<file path="src/rtl/addsub_serial.sv">
`default_nettype none
// ============================================================================
//  Module      : addsub_serial
//  Description : Digit-serial two's-complement adder/subtractor. Computes
//                A+B (mode=0) or A-B (mode=1), DIGIT bits per clock, with a
//                start/busy/done handshake and overflow/carry/zero flags.
//  Revision    : 1.0 - initial release
// ============================================================================
module addsub_serial #(
    parameter int WIDTH = 8,
    parameter int DIGIT = 2
) (
    input  logic             clk,
    input  logic             rst,
    input  logic             start,
    input  logic [WIDTH-1:0] a,
    input  logic [WIDTH-1:0] b,
    input  logic             mode,
    output logic             busy,
    output logic             done,
    output logic [WIDTH-1:0] result,
    output logic             overflow,
    output logic             carry,
    output logic             zero
);

    // ------------------------------------------------------------------------
    // Derived constants
    // ------------------------------------------------------------------------
    localparam int N     = WIDTH / DIGIT;
    localparam int CNT_W = (N > 1) ? $clog2(N) : 1;
    localparam logic [CNT_W-1:0] C_LAST = CNT_W'(N - 1);

    // Reject illegal parameterisations at elaboration time.
    if ((WIDTH < 2) || (DIGIT < 1) || (DIGIT > WIDTH) || ((WIDTH % DIGIT) != 0)) begin : g_param_check
        $error("addsub_serial: WIDTH must be >= 2 and a multiple of DIGIT (1..WIDTH)");
    end

    // ------------------------------------------------------------------------
    // State machine encoding
    // ------------------------------------------------------------------------
    typedef enum logic [1:0] {
        S_IDLE = 2'd0,
        S_RUN  = 2'd1,
        S_DONE = 2'd2
    } state_t;

    state_t r_state;
    state_t w_state_next;

    // Control strobes from the next-state logic
    logic w_accept;     // operands are being latched on this edge
    logic w_last;       // this edge processes the most significant digit

    // Datapath registers: operands are shifted right one digit per edge so
    // the active digit is always in the low DIGIT bits.
    logic [WIDTH-1:0] r_a;
    logic [WIDTH-1:0] r_b;      // already inverted for subtraction
    logic [WIDTH-1:0] r_acc;    // partial result, filled from the top
    logic             r_cy;     // carry between digits
    logic [CNT_W-1:0] r_cnt;    // index of the digit being processed

    // Result/flag registers, written only on completion
    logic [WIDTH-1:0] r_result;
    logic             r_overflow;
    logic             r_carry;
    logic             r_zero;

    // Datapath wires
    logic [DIGIT:0]   w_dsum;       // DIGIT-bit sum plus carry-out
    logic             w_cin_msb;    // carry into the top bit of this digit
    logic [WIDTH-1:0] w_acc_next;   // partial result after this digit

    // ------------------------------------------------------------------------
    // State register
    // ------------------------------------------------------------------------
    // Hold the current FSM state; async reset returns to IDLE.
    always_ff @(posedge clk or posedge rst) begin
        if (rst) begin
            r_state <= S_IDLE;
        end else begin
            r_state <= w_state_next;
        end
    end

    // Next-state decode plus accept/last-digit strobes.
    always_comb begin
        w_state_next = r_state;
        w_accept     = 1'b0;
        w_last       = 1'b0;
        case (r_state)
            S_IDLE: begin
                if (start) begin
                    w_accept     = 1'b1;
                    w_state_next = S_RUN;
                end
            end
            S_RUN: begin
                // start is deliberately ignored here: no queueing.
                if (r_cnt == C_LAST) begin
                    w_last       = 1'b1;
                    w_state_next = S_DONE;
                end
            end
            S_DONE: begin
                // A start seen while done is high is taken immediately,
                // giving back-to-back operation without a bubble.
                if (start) begin
                    w_accept     = 1'b1;
                    w_state_next = S_RUN;
                end else begin
                    w_state_next = S_IDLE;
                end
            end
            default: begin
                w_state_next = S_IDLE;
            end
        endcase
    end

    // ------------------------------------------------------------------------
    // Digit adder
    // ------------------------------------------------------------------------
    // DIGIT+1 bit add of the current digits and the running carry; the carry
    // into the digit's top bit is recovered from the sum bit so no separate
    // narrower adder is needed for the overflow flag.
    always_comb begin
        w_dsum    = {1'b0, r_a[DIGIT-1:0]} + {1'b0, r_b[DIGIT-1:0]} + {{DIGIT{1'b0}}, r_cy};
        w_cin_msb = w_dsum[DIGIT-1] ^ r_a[DIGIT-1] ^ r_b[DIGIT-1];
    end

    // Shift the new sum digit in at the top of the partial result. After N
    // digits the least significant digit has reached bit 0.
    if (DIGIT < WIDTH) begin : g_acc_shift
        assign w_acc_next = {w_dsum[DIGIT-1:0], r_acc[WIDTH-1:DIGIT]};
    end else begin : g_acc_whole
        assign w_acc_next = w_dsum[DIGIT-1:0];
    end

    // ------------------------------------------------------------------------
    // Operand, carry and counter registers
    // ------------------------------------------------------------------------
    // Latch operands on accept (B pre-inverted and carry-in = 1 for subtract),
    // then consume one digit per edge while running.
    always_ff @(posedge clk or posedge rst) begin
        if (rst) begin
            r_a   <= '0;
            r_b   <= '0;
            r_acc <= '0;
            r_cy  <= 1'b0;
            r_cnt <= '0;
        end else if (w_accept) begin
            r_a   <= a;
            r_b   <= b ^ {WIDTH{mode}};
            r_acc <= '0;
            r_cy  <= mode;
            r_cnt <= '0;
        end else if (r_state == S_RUN) begin
            r_a   <= r_a >> DIGIT;
            r_b   <= r_b >> DIGIT;
            r_acc <= w_acc_next;
            r_cy  <= w_dsum[DIGIT];
            r_cnt <= r_cnt + CNT_W'(1);
        end
    end

    // ------------------------------------------------------------------------
    // Result and flags
    // ------------------------------------------------------------------------
    // Update result and all flags together on the last digit; hold otherwise
    // so the visible outputs never show a partial result.
    always_ff @(posedge clk or posedge rst) begin
        if (rst) begin
            r_result   <= '0;
            r_overflow <= 1'b0;
            r_carry    <= 1'b0;
            r_zero     <= 1'b0;
        end else if (w_last) begin
            r_result   <= w_acc_next;
            r_overflow <= w_cin_msb ^ w_dsum[DIGIT];
            r_carry    <= w_dsum[DIGIT];
            r_zero     <= (w_acc_next == '0);
        end
    end

    // ------------------------------------------------------------------------
    // Outputs
    // ------------------------------------------------------------------------
    assign busy     = (r_state == S_RUN);
    assign done     = (r_state == S_DONE);
    assign result   = r_result;
    assign overflow = r_overflow;
    assign carry    = r_carry;
    assign zero     = r_zero;

endmodule
`default_nettype wire

</file>
<file path="config.mk">
export PLATFORM = sky130hd
export DESIGN_NAME = addsub_serial
export DESIGN_NICKNAME = d
export VERILOG_FILES = /design/src/rtl/addsub_serial.sv
export SDC_FILE = /design/constraint.sdc
export NUM_CORES = 1
export LEC_CHECK = 0
export CAP_MARGIN = 20
export CORE_MARGIN = 1
export CORE_UTILIZATION = 35
export CTS_CLUSTER_DIAMETER = 150
export DETAILED_ROUTE_END_ITERATION = 8
export GPL_TIMING_DRIVEN = 0
export PLACE_DENSITY = 0.7
export SLEW_MARGIN = 20
export SYNTH_ARGS = -nofsm -noshare
export SYNTH_HDL_FRONTEND = slang
export SYNTH_SLANG_ARGS = --single-unit
</file>
<file path="constraint.sdc">
create_clock -name clk -period 4.4 [get_ports clk]
set_clock_uncertainty 0.2 [all_clocks]
set_input_delay 0.88 -clock clk [delete_from_list [all_inputs] [get_ports clk]]
set_output_delay 0.88 -clock clk [all_outputs]
set_load 0.01 [all_outputs]
</file>
* Yosys cells after proc, flatten, opt, wreduce, memory -nomap -nowiden *
Index checks and enable logic that the tools add are counted.

word-level totals
  word-level logic and storage cells = 45
  register bits after elaboration = 40
  input port bits = 20

operators by class
  muxes and demuxes = 18
  equal/unequal tests = 5
  bitwise logic cells = 4
  reductions and logical operators = 5
  add/subtract/negate cells = 3

operators with widths
  operator                                                                  count
  8-bit two-way mux                                                         6
  8-bit zero test                                                           1
  2-bit two-way mux                                                         4
  8-bit bitwise XOR                                                         1
  1-bit two-way mux                                                         7
  2-bit one-hot mux with 3 select lines                                     1
  2-bit equality test (second input constant)                               2
  2-bit by 2-bit adder with 3-bit output                                    1
  3-bit by 1-bit adder with 3-bit output                                    1
  1-bit bitwise XOR                                                         3
  2-bit by 1-bit adder with 2-bit output (second input constant)            1
  2-bit by 1-bit equality test with 1-bit output (second input constant)    1
  2-bit zero test                                                           1
  2-bit by 1-bit inequality test with 1-bit output (second input constant)  1
  2-bit inequality test (second input constant)                             1
  2-bit AND reduction                                                       1
  2-bit nonzero test                                                        1
  2-bit OR reduction                                                        1

* Depth between registers and ports, before layout *
Gate-level depths: netlist of the first run.

  depth in word-level cells = 5
  gate-level depth with buffers = 6
  mapped depth without buffers = 6

* Least setup slack after synthesis of the first run *
OpenSTA, ideal clock, no wires.

  path kind = register -> register
  start = register r_a[0]
  end = register r_overflow, in the netlist overflow
  arrival = 1.666 ns
  stages on the path, launching flop included = 7
  buffers on the path = 0
  required time = 4.064 ns
  setup time = 0.136 ns
  setup slack = 2.398 ns
  clock period less this slack = 2.002 ns
  cells stage by stage = dfrtp_1 > inv_1 > fa_1 > fa_1 > xnor2_1 > xnor2_1 > o21ai_0

between the ends
  word-level cells in the longest chain between the ends = 5

RTL lines
  item                                        line  RTL
  start, declared                             57    logic [WIDTH-1:0] r_a;
  start signal, assigned                      159   r_a <= r_a >> DIGIT;
  2-bit by 2-bit adder with 3-bit output (*)  128   w_dsum = {1'b0, r_a[DIGIT-1:0]} + {1'b0, r_b[DIGIT-1:0]} + {{DIGIT{1'b0}}, r_cy};
  3-bit by 1-bit adder with 3-bit output (*)  128
  1-bit bitwise XOR (2 in series)             129   w_cin_msb = w_dsum[DIGIT-1] ^ r_a[DIGIT-1] ^ r_b[DIGIT-1];
  1-bit bitwise XOR (*)                       180   r_overflow <= w_cin_msb ^ w_dsum[DIGIT];
  end signal, assigned                        180
  end, declared                               65    logic r_overflow;

Mark *: on every way between the ends. The rest lies on a longest branch, timed or not.
A chain may end at the register's enable or synchronous reset.

* Worst setup path after layout of the first run *
  start = register r_state[1]
  end = output port busy

between the ends
  word-level cells in the longest chain between the ends = 1

RTL lines
  item                                            line  RTL
  start, declared                                 48    state_t r_state;
  start signal, assigned                          82    r_state <= w_state_next;
  2-bit by 1-bit equality test with 1-bit output  189   assign busy = (r_state == S_RUN);
  end, declared                                   19    output logic busy,

No other way between the ends.

==> impl_metrics.py, run 1 <==
metrics = {
    "synthesis": {
        "syn_nets": 161,
        "syn_inst": 138,
        "yosys.cell_types.count": 28,
        "ys_seq_area_share_pct": 56.2,
        "ys_ff_latch": 38,
        "syn-cell-area_um2": 1690,
        "yosys.area.top_type_share_pct": 56.2,
        "yosysTopAreaCell": "dfrtp_1",
        "synth_area_per_cell_um2": 12.3,
        "synthTopCellsByArea": "dfrtp_1 56%, a22o_1 6.7%, mux2_2 5.3%, xor2_1 4.1%, mux2i_1 3.5%",
        "ys_warn_count": 0,
        "synth_most_common_cell": "dfrtp_1",
        "synth_ff_type": "dfrtp_1",
        "synth_edf_count": 0,
        "ys_top_cells_by_count": "38 x dfrtp_1, 13 x a22o_1, 12 x nand2_1, 12 x o21ai_0",
        "async_reset_ff_share_pct": 100,
    },
    "cells_and_area": {
        "diodes": 0,
        "final.fill_count": 404,
        "area_growth_pct": 28.8,
        "drive_gt1_share_pct": 14.8,
        "seqCellArea_um2": 951,
        "nets": 199,
        "utilization_pct": 48.4,
        "multi_input_area_um2": 659,
    },
    "worst_setup_path": {
        "required_ns": 3.32,
        "path_cells": "nand2b_2 > inv_2 > buf_4 > clkdlybuf4s50_1",
        "worstSetupPathType": "reg -> out",
        "cp-start-kind": "register",
        "end_kind": "primary output",
        "critPathSlowestCell": "clkdlybuf4s50_1",
        "arrival_ns": 1.81,
        "max_stage_delay_ns": 0.56,
        "critPathMaxFanout": 10,
    },
    "place": {
        "dpl.hpwl_um": 2340,
        "io_buffers": 31,
        "place_ws_ns": 1.82,
        "gp_congestion": 0.842,
    },
    "timing": {
        "finalCritPeriodShare_pct": 65.8,
        "slew_headroom_pct": 50.2,
        "final_max_slew_viol_count": 0,
        "fmax_ghz": 0.346,
        "period_needed_ns": 2.89,
        "setup_viol": 0,
        "fin_tns_setup_ns": 0,
        "tightest_slew_ns": 0.747,
        "hold_viol": 0,
        "rsz0062_at_grt": "no",
        "fin_ws_ns": 1.51,
    },
    "routing": {
        "ant_nets": 0,
        "post-route-drc-count": 0,
        "drt_pre_antenna_iters": 4,
        "drt-initial-drc-count": 91,
        "wire_per_inst_um": 13.9,
        "routed_wl_um": 3170,
        "drt-vias-per-instance": 5.15,
        "vias": 1174,
    },
    "floorplan": {
        "initial_utilization_pct": 37.6,
        "fp.dieW_um": 71.5,
        "coreArea_um2": 4500,
        "rows": 24,
        "pin_count": 33,
        "fp.dieArea_um2": 5120,
        "die_h_um": 71.5,
    },
    "clocking": {
        "tritoncts": "done",
        "max-clock-path-buffers": 2,
        "cts_buffers": 5,
        "clock_latency_ns": 0.30,
        "post_cts_buffers": 0,
        "path_clk_slew_ns": 0.07,
        "cts_hold_buf": 0,
        "clock-sinks": 38,
        "clock_tree.root_cell": "clkbuf_8",
        "cts_max_level": 2,
        "cts_resized": 0,
    },
    "global_route": {
        "grt_max_degree": 39,
        "grt_use_total_pct": 14.3,
        "grt_pass1_vias": 1213,
        "antenna_found_initial": 0,
        "grt_first_pass_wirelength_um": 5440,
        "overflow": 0,
    },
    "hold_path": {
        "hold_class": "reg -> reg",
    },
    "power_and_ir_drop": {
        "p_per_area_nw_per_um2": 734,
        "peakVddDrop_mv": 0.243,
        "p_leak_uw": 0.00101,
    },
    "run": {
        "maxCapViolCount": 0,
    },
    "status": {
        "status": "finished, final reports clean",
    },
}
## registers in the layout, indices dropped and copies added (netlist names)
register and count:
result 8, r_b 8, r_acc 6, overflow 1, r_a 8, r_cnt 2, zero 1, r_state 2
carry 1, r_cy 1
## final timing paths
check / from / end / slack, ns / cells past startpoint
worst max-delay path: r_state[1] / busy / 1.51 / 4
worst min-delay path: r_a[4] / r_a[4] / 0.28 / 1
worst max register to register: r_a[0] / overflow / 2.30 / 6
worst min register to register: r_a[4] / r_a[4] / 0.28 / 1
max in group asynchronous: rst / r_a[3] / 2.68 / 2
min in group asynchronous: rst / result[3] / 0.84 / 2
## critical path: cells and delay by family (launching register included)
kind	cells	cell delay, ns
buf+inv	3	0.89
flops	1	0.39
simple gates	1	0.24
## per-stage QoR
stage	power [µW]	hold slack, ns	instance area [µm²]	std cells
3_3_place_gp	1290	0.263	2070	221
6_report	1600	0.283	2180	228
2_1_floorplan	1080	0.250	1690	138
4_1_cts	1620	0.290	2180	228
3_5_place_dp	1320	0.275	2070	221
5_1_grt	1720	0.300	2180	228
## where the power goes
group,switching [µW],internal (µW)
Combinational,328,378
Sequential,95.1,502
Clock,117,181
Total,540,1060
## placed cells by master (no fill, tap or decap), types with 3 or more instances in the layout
cell / count
mux2i_1: 6
nand2_1: 12
clkdlybuf4s50_1: 31
buf_4: 3
xnor2_1: 3
inv_1: 6
xor2_1: 8
mux2_2: 8
a21o_1: 4
clkbuf_8: 6
a22o_1: 13
o21ai_0: 12
dfrtp_1: 38
buf_2: 3
## cell families after synthesis
kind of cell	synth area share, %
AO/OA/AOI/OAI	14.7
XOR/XNOR	5.69
adder cells (fa/ha/maj)	3.10
buffers and inverters	4.88
flip-flops	56.2
multiplexers	8.87
AND/OR/NAND/NOR	6.58
## routing by layer
metal  wire, µm  vias to the layer above  GRT usage, %
li1           -                      557             -
met1       1400                      566          16.5
met2       1490                       43          24.0
met3        230                        8          5.63
met4         48                        0          5.23
met5          0                        -             0
## cell type report
| class | count | share of cell area, % |
|---|---|---|
| tap | 52 | 2.98 |
| multi-input combinational | 84 | 30.2 |
| sequential | 38 | 43.6 |
| clock buffer | 6 | 3.79 |
| buffer | 8 | 2.41 |
| timing repair buffer | 31 | 14.2 |
| inverter | 8 | 1.38 |
| clock inverter | 1 | 1.38 |
No activity file was read; power rests on OpenSTA's default activity.
==> run 2: changes to the inputs <==
- PLACE_DENSITY: 0.7 -> 0.72
- clock period: 4.4 -> 2.33 ns (I/O delays scaled with it)
==> impl_metrics.py, run 2 (synthesis results as in run 1) <==
metrics = {
    "status": {
        "status": "finished, final reports clean",
    },
    "cells_and_area": {
        "drive_gt1_share_pct": 14.6,
        "most-common-layout-cells": "38 x dfrtp_1, 30 x clkdlybuf4s50_1, 13 x a22o_1",
        "nets": 200,
        "area_growth_pct": 30.0,
        "layout_commonest_cell": "dfrtp_1",
        "final.fill_count": 433,
        "diodes": 0,
    },
    "routing": {
        "highest_layer": "met4",
        "routed_wl_um": 3270,
        "dr_wl_met3_um": 143,
        "drt-initial-drc-count": 58,
        "drt-vias-per-instance": 4.94,
        "dr_wl_met2_um": 1520,
        "m1WireLength_um": 1540,
        "wire_per_inst_um": 14.2,
        "ant_nets": 0,
        "vias": 1137,
        "drt_pre_antenna_iters": 4,
        "post-route-drc-count": 0,
    },
    "worst_setup_path": {
        "max_stage_delay_ns": 0.38,
        "arrival_ns": 1.54,
        "cp-start-kind": "register",
        "end_kind": "primary output",
        "crit_family": "buffers and inverters",
        "required_ns": 1.66,
        "critPathMaxFanout": 10,
        "cp-startpoint": "r_state[1]",
        "path_cells": "nand2b_2 > inv_2 > buf_4 > dlygate4sd2_1",
        "critPathBufInv": 3,
        "worstSetupPathType": "reg -> out",
        "critPathSlowestCell": "dfrtp_1",
        "reg2reg_slack_ns": 0.19,
        "timing.rr.start": "r_a[0]",
    },
    "clocking": {
        "path_clk_slew_ns": 0.07,
        "post_cts_buffers": 0,
        "clock_tree.root_cell": "clkbuf_8",
        "cts_buffers": 5,
        "clock-sinks": 38,
        "clock_latency_ns": 0.29,
        "cts_max_level": 2,
        "tritoncts": "done",
        "max-clock-path-buffers": 2,
    },
    "timing": {
        "tightest_slew_ns": 0.383,
        "rsz0062_at_grt": "no",
        "finalCritPeriodShare_pct": 94.9,
        "fmax_ghz": 0.452,
        "final_max_slew_viol_count": 0,
        "fin_ws_ns": 0.119,
        "setup_viol": 0,
        "period_needed_ns": 2.21,
        "slew_headroom_pct": 74.4,
        "hold_viol": 0,
    },
    "floorplan": {
        "rows": 24,
        "coreArea_um2": 4500,
        "die_h_um": 71.5,
        "initial_utilization_pct": 37.6,
        "pin_count": 33,
        "fp.dieArea_um2": 5120,
        "fp.dieW_um": 71.5,
    },
    "global_route": {
        "grt_first_pass_wirelength_um": 5710,
        "grt_max_degree": 25,
        "grt_use_total_pct": 14.9,
        "grt_pass1_vias": 1135,
        "antenna_found_initial": 0,
        "overflow": 0,
    },
    "place": {
        "dpl.hpwl_um": 2380,
        "place_ws_ns": 0.155,
        "io_buffers": 31,
        "gp_congestion": 0.715,
    },
    "power_and_ir_drop": {
        "p_leak_uw": 0.00102,
        "power_uw": 3010,
        "peakVddDrop_mv": 0.507,
        "p_per_area_nw_per_um2": 1370,
    },
    "hold_path": {
        "hold_class": "in -> async",
    },
    "run": {
        "maxCapViolCount": 0,
    },
}
==> run 2: changes by cell type in the layout (fill, tap and decap cells not counted) <==
cell / before / now
buf_16: 0 / 1
clkbuf_1: 1 / 3
clkbuf_8: 6 / 5
clkdlybuf4s50_1: 31 / 30
dlygate4sd2_1: 0 / 1
==> run 2: metrics by stage <==
step	setup TNS [ns]	cell area, µm²	instances	util (%)	hold WS [ns]
floorplan	0	1690	138	-	0.250
global placement	-0.839	2070	221	45.9	0.262
detailed placement	0	2100	222	46.5	0.267
CTS	0	2200	230	48.9	0.279
global route	0	2200	230	48.9	0.291
finish	0	2200	230	48.9	0.261
==> run 2: worst register-to-register path, stage by stage (launching register included) <==
cell	delay, ns
dfrtp_1	0.33
inv_1	0.07
fa_1	0.45
fa_1	0.59
xnor2_1	0.15
xnor2_1	0.13
o21ai_0	0.08
==> run 2: worst paths after layout <==
kind,end,cells after the start
hold / removal,result[3],2
setup reg to reg,overflow,6
max in group asynchronous,r_b[3],3
hold reg to reg,r_a[4],1
min in group clk,r_a[4],1
setup / recovery,busy,4
==> run 2: routing by layer <==
metal  GRT usage [%]  vias up
met4            6.54        0
met1            20.4      539
met2            23.0       34
met3            3.38        7
met5               0        -
li1                -      557
==> run 2: report_power, final <==
group | switching (µW) | internal [µW] | total (µW)
Combinational | 630 | 712 | 1340
Clock | 223 | 320 | 543
Sequential | 173 | 948 | 1120
==> run 2: final cells by class <==
class                           instances  area [µm²]  area share [%]
Tap cell                               52        65.1            2.96
Timing Repair Buffer                   32         337            15.3
Clock inverter                          1        30.0            1.36
Multi-Input combinational cell         84         659            30.0
Inverter                                8        30.0            1.36
Clock buffer                            7        76.3            3.47
Buffer                                  8        52.6            2.39
Sequential cell                        38         951            43.2
==> run 2: repair_timing <==
action	4_1_cts	5_1_grt
hold buffers	0	0
resized for setup	1	0
endpoints found under the setup margin	1	0
==> run 3: changes to the inputs <==
- CORE_ASPECT_RATIO: default -> 1.4
- CORE_UTILIZATION: 35 -> 40
- PLACE_DENSITY: 0.72 -> 0.79
==> impl_metrics.py, run 3 (synthesis results as in run 1) <==
metrics = {
    "clocking": {
        "tritoncts": "done",
        "clock-sinks": 38,
        "cts_max_level": 2,
        "cts_hold_buf": 0,
        "clock_tree.root_cell": "clkbuf_8",
        "path_clk_slew_ns": 0.07,
        "clock_latency_ns": 0.29,
        "max-clock-path-buffers": 2,
        "cts_buffers": 5,
    },
    "worst_setup_path": {
        "cp-start-kind": "register",
        "crit_family": "adder cells",
        "required_ns": 2.28,
        "critPathSlowestCell": "fa_1",
        "end_kind": "register",
        "critPathBufInv": 1,
        "max_stage_delay_ns": 0.53,
        "path_cells": "inv_1 > fa_1 > fa_1 > xnor2_1 > xnor2_1 > o21ai_0",
        "worstSetupPathType": "reg -> reg",
        "arrival_ns": 2.13,
        "critPathMaxFanout": 4,
    },
    "timing": {
        "final_max_slew_viol_count": 0,
        "fin_tns_setup_ns": 0,
        "fmax_ghz": 0.460,
        "finalCritPeriodShare_pct": 93.3,
        "period_needed_ns": 2.18,
        "hold_viol": 0,
        "setup_viol": 0,
        "slew_headroom_pct": 48.1,
        "rsz0062_at_grt": "no",
        "tightest_slew_ns": 0.777,
    },
    "floorplan": {
        "coreArea_um2": 3990,
        "die_h_um": 79.0,
        "initial_utilization_pct": 42.5,
        "rows": 27,
        "fp.dieW_um": 57.0,
        "pin_count": 33,
        "fp.dieArea_um2": 4500,
    },
    "global_route": {
        "grt_max_degree": 39,
        "antenna_found_initial": 0,
        "grt_first_pass_wirelength_um": 5390,
        "grt_pass1_vias": 1137,
        "grt_use_total_pct": 15.5,
        "overflow": 0,
    },
    "routing": {
        "drt-initial-drc-count": 35,
        "wire_per_inst_um": 14.0,
        "drt_pre_antenna_iters": 8,
        "routed_wl_um": 3090,
        "vias": 1140,
        "ant_nets": 0,
        "drt-vias-per-instance": 5.18,
        "post-route-drc-count": 7,
    },
    "power_and_ir_drop": {
        "peakVddDrop_mv": 0.467,
        "p_leak_uw": 0.00103,
        "power_uw": 3170,
        "p_per_area_nw_per_um2": 1440,
    },
    "status": {
        "status": "complete, but fails checks",
        "violations": "DRC",
    },
    "cells_and_area": {
        "multi_input_area_um2": 664,
        "layout_commonest_cell": "dfrtp_1",
        "nets": 199,
        "final.fill_count": 354,
        "area_growth_pct": 30.5,
        "diodes": 0,
        "seqCellArea_um2": 951,
        "drive_gt1_share_pct": 15.3,
        "most-common-layout-cells": "38 x dfrtp_1, 30 x clkdlybuf4s50_1, 13 x a22o_1",
    },
    "place": {
        "dpl.hpwl_um": 2300,
        "io_buffers": 31,
        "gp_congestion": 0.780,
    },
    "run": {
        "maxCapViolCount": 0,
    },
    "hold_path": {
        "hold_class": "reg -> reg",
    },
}
-- run 3: metrics by stage --
stage                     instance area [µm²]  hold slack [ns]  util (%)  cells  setup slack (ns)
final                                    2210            0.281      55.4    220             0.155
after floorplan                          1690            0.250         -    138             0.328
after detailed placement                 2060            0.266      51.6    212             0.163
after global placement                   2060            0.258      51.6    212            0.0798
after global routing                     2210            0.312      55.4    220            0.0606
after CTS                                2210            0.284      55.4    220             0.153
-- run 3: per-layer routing --
metal / share of wire (%) / up-vias / track usage, %
met3: 3.8 / 3 / 3.42
met1: 41 / 553 / 18.8
met2: 54 / 32 / 27.5
met5: 0 / - / 0
met4: 1.1 / 0 / 4.39
li1: - / 552 / -
-- run 3: where the power goes --
part / switching (µW) / leakage [µW] / total, µW / internal, µW
Sequential: 182 / 0.000483 / 1130 / 948
Combinational: 638 / 0.000475 / 1360 / 723
Clock: 227 / 0.0000714 / 683 / 457
Total: 1050 / 0.00103 / 3170 / 2130
-- run 3: path summary, 6_finish.rpt --
path | depth (start not counted) | endpoint | start | slack [ns]
max in group asynchronous | 2 | r_a[3] | rst | 1.00
setup reg to reg | 6 | overflow | r_a[0] | 0.15
hold reg to reg | 1 | r_a[2] | r_a[2] | 0.28
hold / removal | 1 | r_a[2] | r_a[2] | 0.28
min in group asynchronous | 2 | r_acc[2] | rst | 0.44
setup / recovery | 6 | overflow | r_a[0] | 0.15
-- run 3: timing repair --
action,in CTS,in global routing
endpoints found under the setup margin,1,0
resized for setup,4,0
buffers inserted,0,0
-- run 3: final cells by class --
type	count	share of cell area, %
buffer	8	2.55
clock buffer	6	3.74
clock inverter	2	2.72
inverter	8	1.47
multi-input combinational	84	30.1
sequential	38	43.0
tap	43	2.43
timing repair buffer	31	14.0
